File: config.mk
export PLATFORM = sky130hd
export DESIGN_NAME = pipe_div_ctrl
export DESIGN_NICKNAME = d
export VERILOG_FILES = /design/src/rtl/pipe_div_ctrl_pkg.sv /design/src/rtl/pipe_div_ctrl_stall_perf_cnt.sv /design/src/rtl/pipe_div_ctrl.sv
export SDC_FILE = /design/constraint.sdc
export NUM_CORES = 1
export LEC_CHECK = 0
export BUFFER_PORTS_ARGS = -buffer_cell sky130_fd_sc_hd__clkbuf_2
export CORE_MARGIN = 2
export CORE_UTILIZATION = 47
export CTS_CLUSTER_SIZE = 12
export DETAILED_ROUTE_END_ITERATION = 6
export PLACE_DENSITY = 0.85
export SYNTH_ARGS = -nofsm -noshare
export SYNTH_HDL_FRONTEND = slang
export SYNTH_SLANG_ARGS = --single-unit
File: constraint.sdc
create_clock -name cpu_clk_50M -period 1.5 [get_ports cpu_clk_50M]
set_input_delay 0.075 -clock cpu_clk_50M [delete_from_list [all_inputs] [get_ports cpu_clk_50M]]
set_output_delay 0.075 -clock cpu_clk_50M [all_outputs]
set_load 0.02 [all_outputs]
File: src/rtl/pipe_div_ctrl_pkg.sv
// pipe_div_ctrl_pkg: stall encodings, divider FSM states and widths shared by the pipeline controller.
package pipe_div_ctrl_pkg;
  localparam int STALL_BUS = 5;
  localparam int CNT_W = 32;
  localparam logic [STALL_BUS-1:0] STALL_NONE = 5'b00000;
  localparam logic [STALL_BUS-1:0] STALL_ID = 5'b00011;
  localparam logic [STALL_BUS-1:0] STALL_EXE = 5'b00111;
  localparam logic [63:0] ZERO_DWORD = 64'h0;
  typedef enum logic [1:0] {
    DIV_IDLE = 2'd0,
    DIV_RUN = 2'd1,
    DIV_DONE = 2'd2
  } div_state_e;
endpackage

File: src/rtl/pipe_div_ctrl_stall_perf_cnt.sv
// stall_perf_cnt: free-running count of stalled cycles, wraps to zero, cleared only by reset.
module stall_perf_cnt
  import pipe_div_ctrl_pkg::*;
#(
  parameter int W = CNT_W
) (
  input  logic         clk,
  input  logic         rst,
  input  logic         en,
  output logic [W-1:0] cnt
);
  logic [W-1:0] cnt_q, cnt_d;
  always_comb cnt_d = en ? cnt_q + W'(1) : cnt_q;
  always_ff @(posedge clk)
    if (rst) cnt_q <= '0;
    else cnt_q <= cnt_d;
  assign cnt = cnt_q;
endmodule

File: src/rtl/pipe_div_ctrl.sv
// pipe_div_ctrl: MiniMIPS32 per-stage stall generator and DIV/DIVU sequencer.
// Defining STALL_CNT_EN adds the stall_cnt performance counter port.
module pipe_div_ctrl
  import pipe_div_ctrl_pkg::*;
#(
  parameter int HILO_W = 64,
  parameter int STALL_W = STALL_BUS
) (
  input  logic               cpu_clk_50M,
  input  logic               cpu_rst,
  input  logic               id_stallreq,
  input  logic               exe_div_req,
  input  logic               exe_div_signed,
  input  logic               flush,
  input  logic               div_ready,
  input  logic [HILO_W-1:0]  div_result,
  output logic               div_start,
  output logic               div_signed,
  output logic               div_annul,
  output logic [STALL_W-1:0] stall,
  output logic               exe_div_done,
  output logic [HILO_W-1:0]  div_hilo
`ifdef STALL_CNT_EN
  ,
  output logic [CNT_W-1:0]   stall_cnt
`endif
);
  div_state_e state_q, state_d;
  logic div_start_q, div_start_d;
  logic div_signed_q, div_signed_d;
  logic div_annul_q, div_annul_d;
  logic exe_div_done_q, exe_div_done_d;
  logic [HILO_W-1:0] div_hilo_q, div_hilo_d;
  logic div_busy;
  always_comb begin
    state_d = state_q;
    div_start_d = 1'b0;
    div_signed_d = 1'b0;
    div_annul_d = 1'b0;
    exe_div_done_d = 1'b0;
    div_hilo_d = div_hilo_q;
    if (flush) begin
      state_d = DIV_IDLE;
      div_annul_d = state_q == DIV_RUN;
    end else begin
      case (state_q)
        DIV_IDLE: if (exe_div_req) begin
          state_d = DIV_RUN;
          div_start_d = 1'b1;
          div_signed_d = exe_div_signed;
        end
        DIV_RUN: if (div_ready) begin
          state_d = DIV_DONE;
          div_hilo_d = div_result;
          exe_div_done_d = 1'b1;
        end
        default: state_d = DIV_IDLE;
      endcase
    end
  end
  always_ff @(posedge cpu_clk_50M)
    if (cpu_rst) begin
      state_q <= DIV_IDLE;
      div_start_q <= 1'b0;
      div_signed_q <= 1'b0;
      div_annul_q <= 1'b0;
      exe_div_done_q <= 1'b0;
      div_hilo_q <= HILO_W'(ZERO_DWORD);
    end else begin
      state_q <= state_d;
      div_start_q <= div_start_d;
      div_signed_q <= div_signed_d;
      div_annul_q <= div_annul_d;
      exe_div_done_q <= exe_div_done_d;
      div_hilo_q <= div_hilo_d;
    end
  // DONE is excluded so the EXE/MEM register is released to capture div_hilo.
  assign div_busy = (state_q == DIV_IDLE && exe_div_req) || state_q == DIV_RUN;
  assign stall = (flush || cpu_rst) ? STALL_NONE : div_busy ? STALL_EXE : id_stallreq ? STALL_ID : STALL_NONE;
  assign div_start = div_start_q;
  assign div_signed = div_signed_q;
  assign div_annul = div_annul_q;
  assign exe_div_done = exe_div_done_q;
  assign div_hilo = div_hilo_q;
`ifdef STALL_CNT_EN
  stall_perf_cnt #(.W(CNT_W)) u_cnt (
    .clk(cpu_clk_50M),
    .rst(cpu_rst),
    .en (|stall),
    .cnt(stall_cnt)
  );
`endif
endmodule

==> flow_summary.toml, run 1 <==
[cells_and_area]
drive_gt1_share_pct = 32.4
layout_commonest_cell = "clkbuf_2"
num-nets-final = 572
fin_util_pct = 73.5
area_growth_pct = 50.8
final_cell_mix = "clkbuf_2, nand2b_1, dfxtp_1"
diodes = 0

[timing]
hold_viol_final = 0
fin_crit_ps = 1400
final-setup-viol-count = 0
rsz0062_at_grt = "no"
fmax_ghz = 0.714
fin_crit_sh_pct = 93.3
tns_ps = 0
drv_slew = 0
final.setup_skew_ps = 8.04
fin_ws_ps = 99.8

[setup_path]
crit_path_max_fanout = 4
reg2reg_slack_ps = 230
criticalPathCategory = "flop to output port"
endpoint_kind = "output port"
arrival_ps = 1330
setup.worst_path.start_class = "flop"
critical-path-max-stage-delay_ps = 410
cp.required_ps = 1420
reg2reg_depth = 3
path_cells = "or3_4, nor2_1, clkbuf_2"
crit_slowest_cell = "or3_4"
regToRegStartpoint = "state_q[0]$_SDFFE_PN0P_"
reg2reg_to = "div_hilo[56]$_SDFFE_PP0P_"

[outcome]
status = "completed"

[floorplan]
die_area_um2 = 7290
core_um2 = 6390
ios = 144
die_w_um = 85.4
die_h_um = 85.4
initial_core_util_pct = 48.7
fp-row-count = 29

[global_route]
grt_use_met2_pct = 40.4
grt_busiest_layer = "met2"
grt_pass1_wl_um = 12600
grt_pass1_vias = 2788
gr-usage-all-layers_pct = 21.8
overflow = 0
use_met1_pct = 22.9
grt_max_degree = 59
antenna_found_initial = 0
use_met3_pct = 6.71

[clock_network]
clk_latency_ps = 330
cts_htree_levels = 3
cts_tree = "done"
cts.path.max_buffers = 2
clockRootBuffer = "clkbuf_8"
clk_pin_slew_ps = 70
numCtsBuffers = 9
cts_sinks = 70
postCtsSetupBuffers = 0

[min_path]
min_path_cells = 3
holdPathEnd = "div_hilo[37]$_SDFFE_PP0P_"
worstHoldStart = "div_result[37]"
hold_class = "input port to flop"

[detailed_routing]
drc_errors = 0
drtAntennaViolNets = 0
via_per_inst = 4.60
wirelength_um = 7750
wire_per_inst_um = 13.3
num_vias = 2682
drt_iter0_markers = 71
drtPass1Iterations = 4

[yosys]
syn_inst = 304
yosysWarnings = 0
yosysUniqueCellTypes = 20
ys_ff_latch = 70
syn_avg_cell_area_um2 = 10.2
synth_seq_area_share_pct = 45.0
netlist_area_um2 = 3110

[power_and_ir_drop]
power.total_mw = 4.13
power_density_nw_per_um2 = 880
vdd_drop_max_mv = 0.685
leakage_nw = 2.02

[place]
port_buffers = 141
gp_congestion = 0.697
preCtsSetupSlack_ps = 235
dp_hpwl_um = 4590

[run]
cap_violations = 0
==> final cells by class <==
type                       count  area [um^2]
fill                         443         1690
multi-input combinational    208         1550
timing repair buffer         210         1410
sequential                    70         1400
clock buffer                  13          169
tap                           77         96.3
clock inverter                 3         65.1
inverter                       2         7.51
==> worst max-delay path, delay by kind of cell, from the launching register on <==
kind / cells / cell delay [ps]
AND/OR/NAND/NOR: 2 / 500
flip-flops: 1 / 330
buffers and inverters: 1 / 170
==> worst max-delay path by stage <==
stage	from	endpoint	slack (ps)	cells after the start
floorplan	state_q[1]$_SDFFE_PN0P_	stall[1]	80	3
global placement	state_q[0]$_SDFFE_PN0P_	div_hilo[54]$_SDFFE_PP0P_	290	3
detailed placement	state_q[0]$_SDFFE_PN0P_	div_hilo[3]$_SDFFE_PP0P_	240	3
CTS	state_q[1]$_SDFFE_PN0P_	stall[2]	30	3
global route	state_q[0]$_SDFFE_PN0P_	stall[1]	20	3
finish	state_q[1]$_SDFFE_PN0P_	stall[2]	100	3
==> per-layer routing <==
layer | routed length, um | up-vias | share of wire, %
li1 | - | 1360 | -
met1 | 3000 | 1201 | 39
met2 | 4040 | 102 | 52
met3 | 520 | 19 | 6.7
met4 | 187 | 0 | 2.4
met5 | 0 | - | 0
==> cells by family after synthesis <==
group	count (synthesis)	share of synthesized area, %
other cells	1	0.121
compound gates	3	0.643
simple gates	139	28.0
flops	70	45.0
buf+inv	27	5.63
mux	64	20.6
==> state kept, by name, summed over array words and instances (netlist names) <==
name	cells
div_annul	1
div_hilo	64
div_signed	1
div_start	1
exe_div_done	1
state_q	2
==> repair_timing <==
| action | 4_1_cts | 5_1_grt |
|---|---|---|
| endpoints found under the setup margin | 0 | 1 |
| hold buffers | 63 | 0 |
| endpoints found under the hold margin | 63 | 0 |
| gates resized for setup | 0 | 1 |
==> report_power, final <==
part           internal, mW  switching [mW]
Sequential             1.88          0.0146
Clock                  1.07           0.658
Combinational         0.297           0.204
Total                  3.25           0.877
==> metrics by stage <==
stage | cell area [um^2] | hold slack, ps | cells
after floorplan | 3120 | 195 | 305
after global placement | 3820 | 284 | 504
after detailed placement | 3820 | 289 | 504
after CTS | 4690 | 4.99 | 583
after global routing | 4690 | 5.89 | 583
final | 4690 | 11.7 | 583
==> synth_stat cells <==
cell type | number | area (um^2)
conb_1 | 1 | 3.75
buf_6 | 1 | 11.3
nor3_1 | 1 | 5.00
or3_1 | 1 | 6.26
nor4bb_1 | 1 | 10.0
o21bai_1 | 1 | 7.51
buf_2 | 2 | 10.0
mux2i_1 | 64 | 641
a21oi_1 | 1 | 5.00
inv_1 | 2 | 7.51
and4bb_1 | 1 | 12.5
clkbuf_1 | 12 | 45.0
nand2b_1 | 130 | 813
dfxtp_1 | 70 | 1400
nor2_1 | 3 | 11.3
nor2b_1 | 2 | 12.5
buf_4 | 5 | 37.5
buf_8 | 4 | 60.1
buf_1 | 1 | 3.75
a211oi_1 | 1 | 7.51
Note: power is estimated with default switching activity, not from simulation.
==> run 2, diff against run 1 <==
--- a/config.mk
+++ b/config.mk
@@ -6,11 +6,12 @@
 export NUM_CORES = 1
 export LEC_CHECK = 0
 export BUFFER_PORTS_ARGS = -buffer_cell sky130_fd_sc_hd__clkbuf_2
+export CORE_ASPECT_RATIO = 1.4
 export CORE_MARGIN = 2
-export CORE_UTILIZATION = 47
+export CORE_UTILIZATION = 40
 export CTS_CLUSTER_SIZE = 12
 export DETAILED_ROUTE_END_ITERATION = 6
-export PLACE_DENSITY = 0.85
+export PLACE_DENSITY = 0.75
 export SYNTH_ARGS = -nofsm -noshare
 export SYNTH_HDL_FRONTEND = slang
 export SYNTH_SLANG_ARGS = --single-unit
==> flow_summary.toml, run 2 (synthesis gave the netlist of run 1 again) <==
[outcome]
status = "completed"

[clock_network]
clk_latency_ps = 340
cts_sinks = 70
cts_tree = "done"
clockRootBuffer = "clkbuf_8"
cts.path.max_buffers = 2
cts_htree_levels = 3
numCtsBuffers = 9
clk_pin_slew_ps = 70

[power_and_ir_drop]
power_density_nw_per_um2 = 826
leakage_nw = 2.00
p_int_mw = 3.03
sequentialPowerShare_pct = 48.9
vdd_drop_max_mv = 0.496
switching_share_pct = 22.0
power.switching_mw = 0.855
power.total_mw = 3.88
p_comb_share_pct = 13.0
p_clk_share_pct = 38.1

[place]
dp.cells = 525
dp_hpwl_um = 4400
port_buffers = 141
gp_congestion = 0.767

[timing]
fin_crit_sh_pct = 96.1
tns_ps = 0
final.setup_skew_ps = 9.55
fmax_ghz = 0.694
hold_viol_final = 0
fin_crit_ps = 1440
final-setup-viol-count = 0
drv_slew = 0

[cells_and_area]
fin_util_pct = 61.4
drive_gt1_share_pct = 31.9
area_growth_pct = 51.1
largest_reg_flops = 64
layout_commonest_cell = "clkbuf_2"
num-nets-final = 572
final_cell_mix = "clkbuf_2, nand2b_1, dfxtp_1"
diodes = 0
instances_no_fill = 604

[detailed_routing]
wirelength_um = 7660
num_vias = 2687
drtAntennaViolNets = 0
drc_errors = 0
drt_iter0_markers = 88
drtPass1Iterations = 4
wire_per_inst_um = 12.7
via_per_inst = 4.45

[setup_path]
startpoint = "state_q[1]$_SDFFE_PN0P_"
setup.worst_path.start_class = "flop"
crit_path_max_fanout = 4
path_cells = "or3_4, nor2_1, buf_2"
reg2reg_to = "div_hilo[24]$_SDFFE_PP0P_"
crit_slowest_cell = "or3_4"
cp_top_family = "simple AND/OR/NAND/NOR gates"
worst-path-buf-inv = 1
regToRegStartpoint = "state_q[1]$_SDFFE_PN0P_"
arrival_ps = 1370
cp.required_ps = 1420
reg2reg_depth = 3
endpoint_kind = "output port"
cp.depth = 3
criticalPathCategory = "flop to output port"
reg2reg_slack_ps = 250
critical-path-max-stage-delay_ps = 420
cp-endpoint = "stall[2]"

[global_route]
gr-usage-all-layers_pct = 18.2
overflow = 0
grt_pass1_wl_um = 12000
grt_max_degree = 113
grt_pass1_vias = 2623
antenna_found_initial = 0

[floorplan]
die_area_um2 = 8510
die_h_um = 108
initial_core_util_pct = 40.7
fp-row-count = 38
ios = 144
die_w_um = 78.5
core_um2 = 7650

[min_path]
hold_class = "input port to flop"
worstHoldStart = "div_ready"

[run]
cap_violations = 0
[run 2: changes by cell type in the layout (fill, tap and decap cells not counted), sizes merged]
cell         change
clkbuf           -1
clkinv           -1
dlygate4sd3      +2
bufinv           -1
buf              -1
[run 2: metal layers]
layer  vias up  global-route usage, %  wire length [um]
li1       1364                      -                 -
met1      1211                   19.6              3020
met2        93                   31.2              3930
met3        19                   4.92               463
met4         0                   11.4               250
met5         -                      0                 0
[run 2: what timing repair did]
action | 4_1_cts | 5_1_grt
buffers inserted | 0 | 0
gates resized for setup | 0 | 4
endpoints found under the hold margin | 65 | 0
setup endpoints to repair | 0 | 3
hold buffers | 65 | 0
[run 2: area by class of cell]
cell class	instances	area, um^2
fillers	617	2950
inverters	2	7.51
well taps	100	125
flip-flops and latches	70	1400
repair buffers	210	1420
clock buffers	13	159
clock inverters	1	30.0
multi-input cells	208	1550
[run 2: how the worst min path moves through the flow]
stage | end | slack [ps] | depth (start not counted)
2_1_floorplan | div_signed$_SDFF_PP0_ | 200 | 2
3_3_place_gp | div_signed$_SDFF_PP0_ | 290 | 3
3_5_place_dp | div_signed$_SDFF_PP0_ | 290 | 3
4_1_cts | state_q[0]$_SDFFE_PN0P_ | 10 | 3
5_1_grt | div_annul$_SDFF_PP0_ | 40 | 2
6_report | state_q[0]$_SDFFE_PN0P_ | 30 | 3
[run 2: power groups by stage]
stage	sequential (mW)	combinational [mW]	clock, mW
floorplan	1.97	0.190	0
global placement	1.94	0.356	0
detailed placement	1.94	0.362	0
CTS	1.90	0.496	1.54
global route	1.90	0.546	1.61
finish	1.90	0.504	1.48
[run 2: through the flow]
step	setup WS [ps]	cell area, um^2	hold slack, ps
global route	-11.8	4700	36.5
finish	58.4	4700	32.3
global placement	303	3850	286
detailed placement	246	3850	286
floorplan	83.6	3120	195
CTS	4.02	4690	12.2
[run 2: worst min-delay path, stage by stage]
cell	delay, ps
clkbuf_2	100
nand2b_1	90
a21oi_1	60
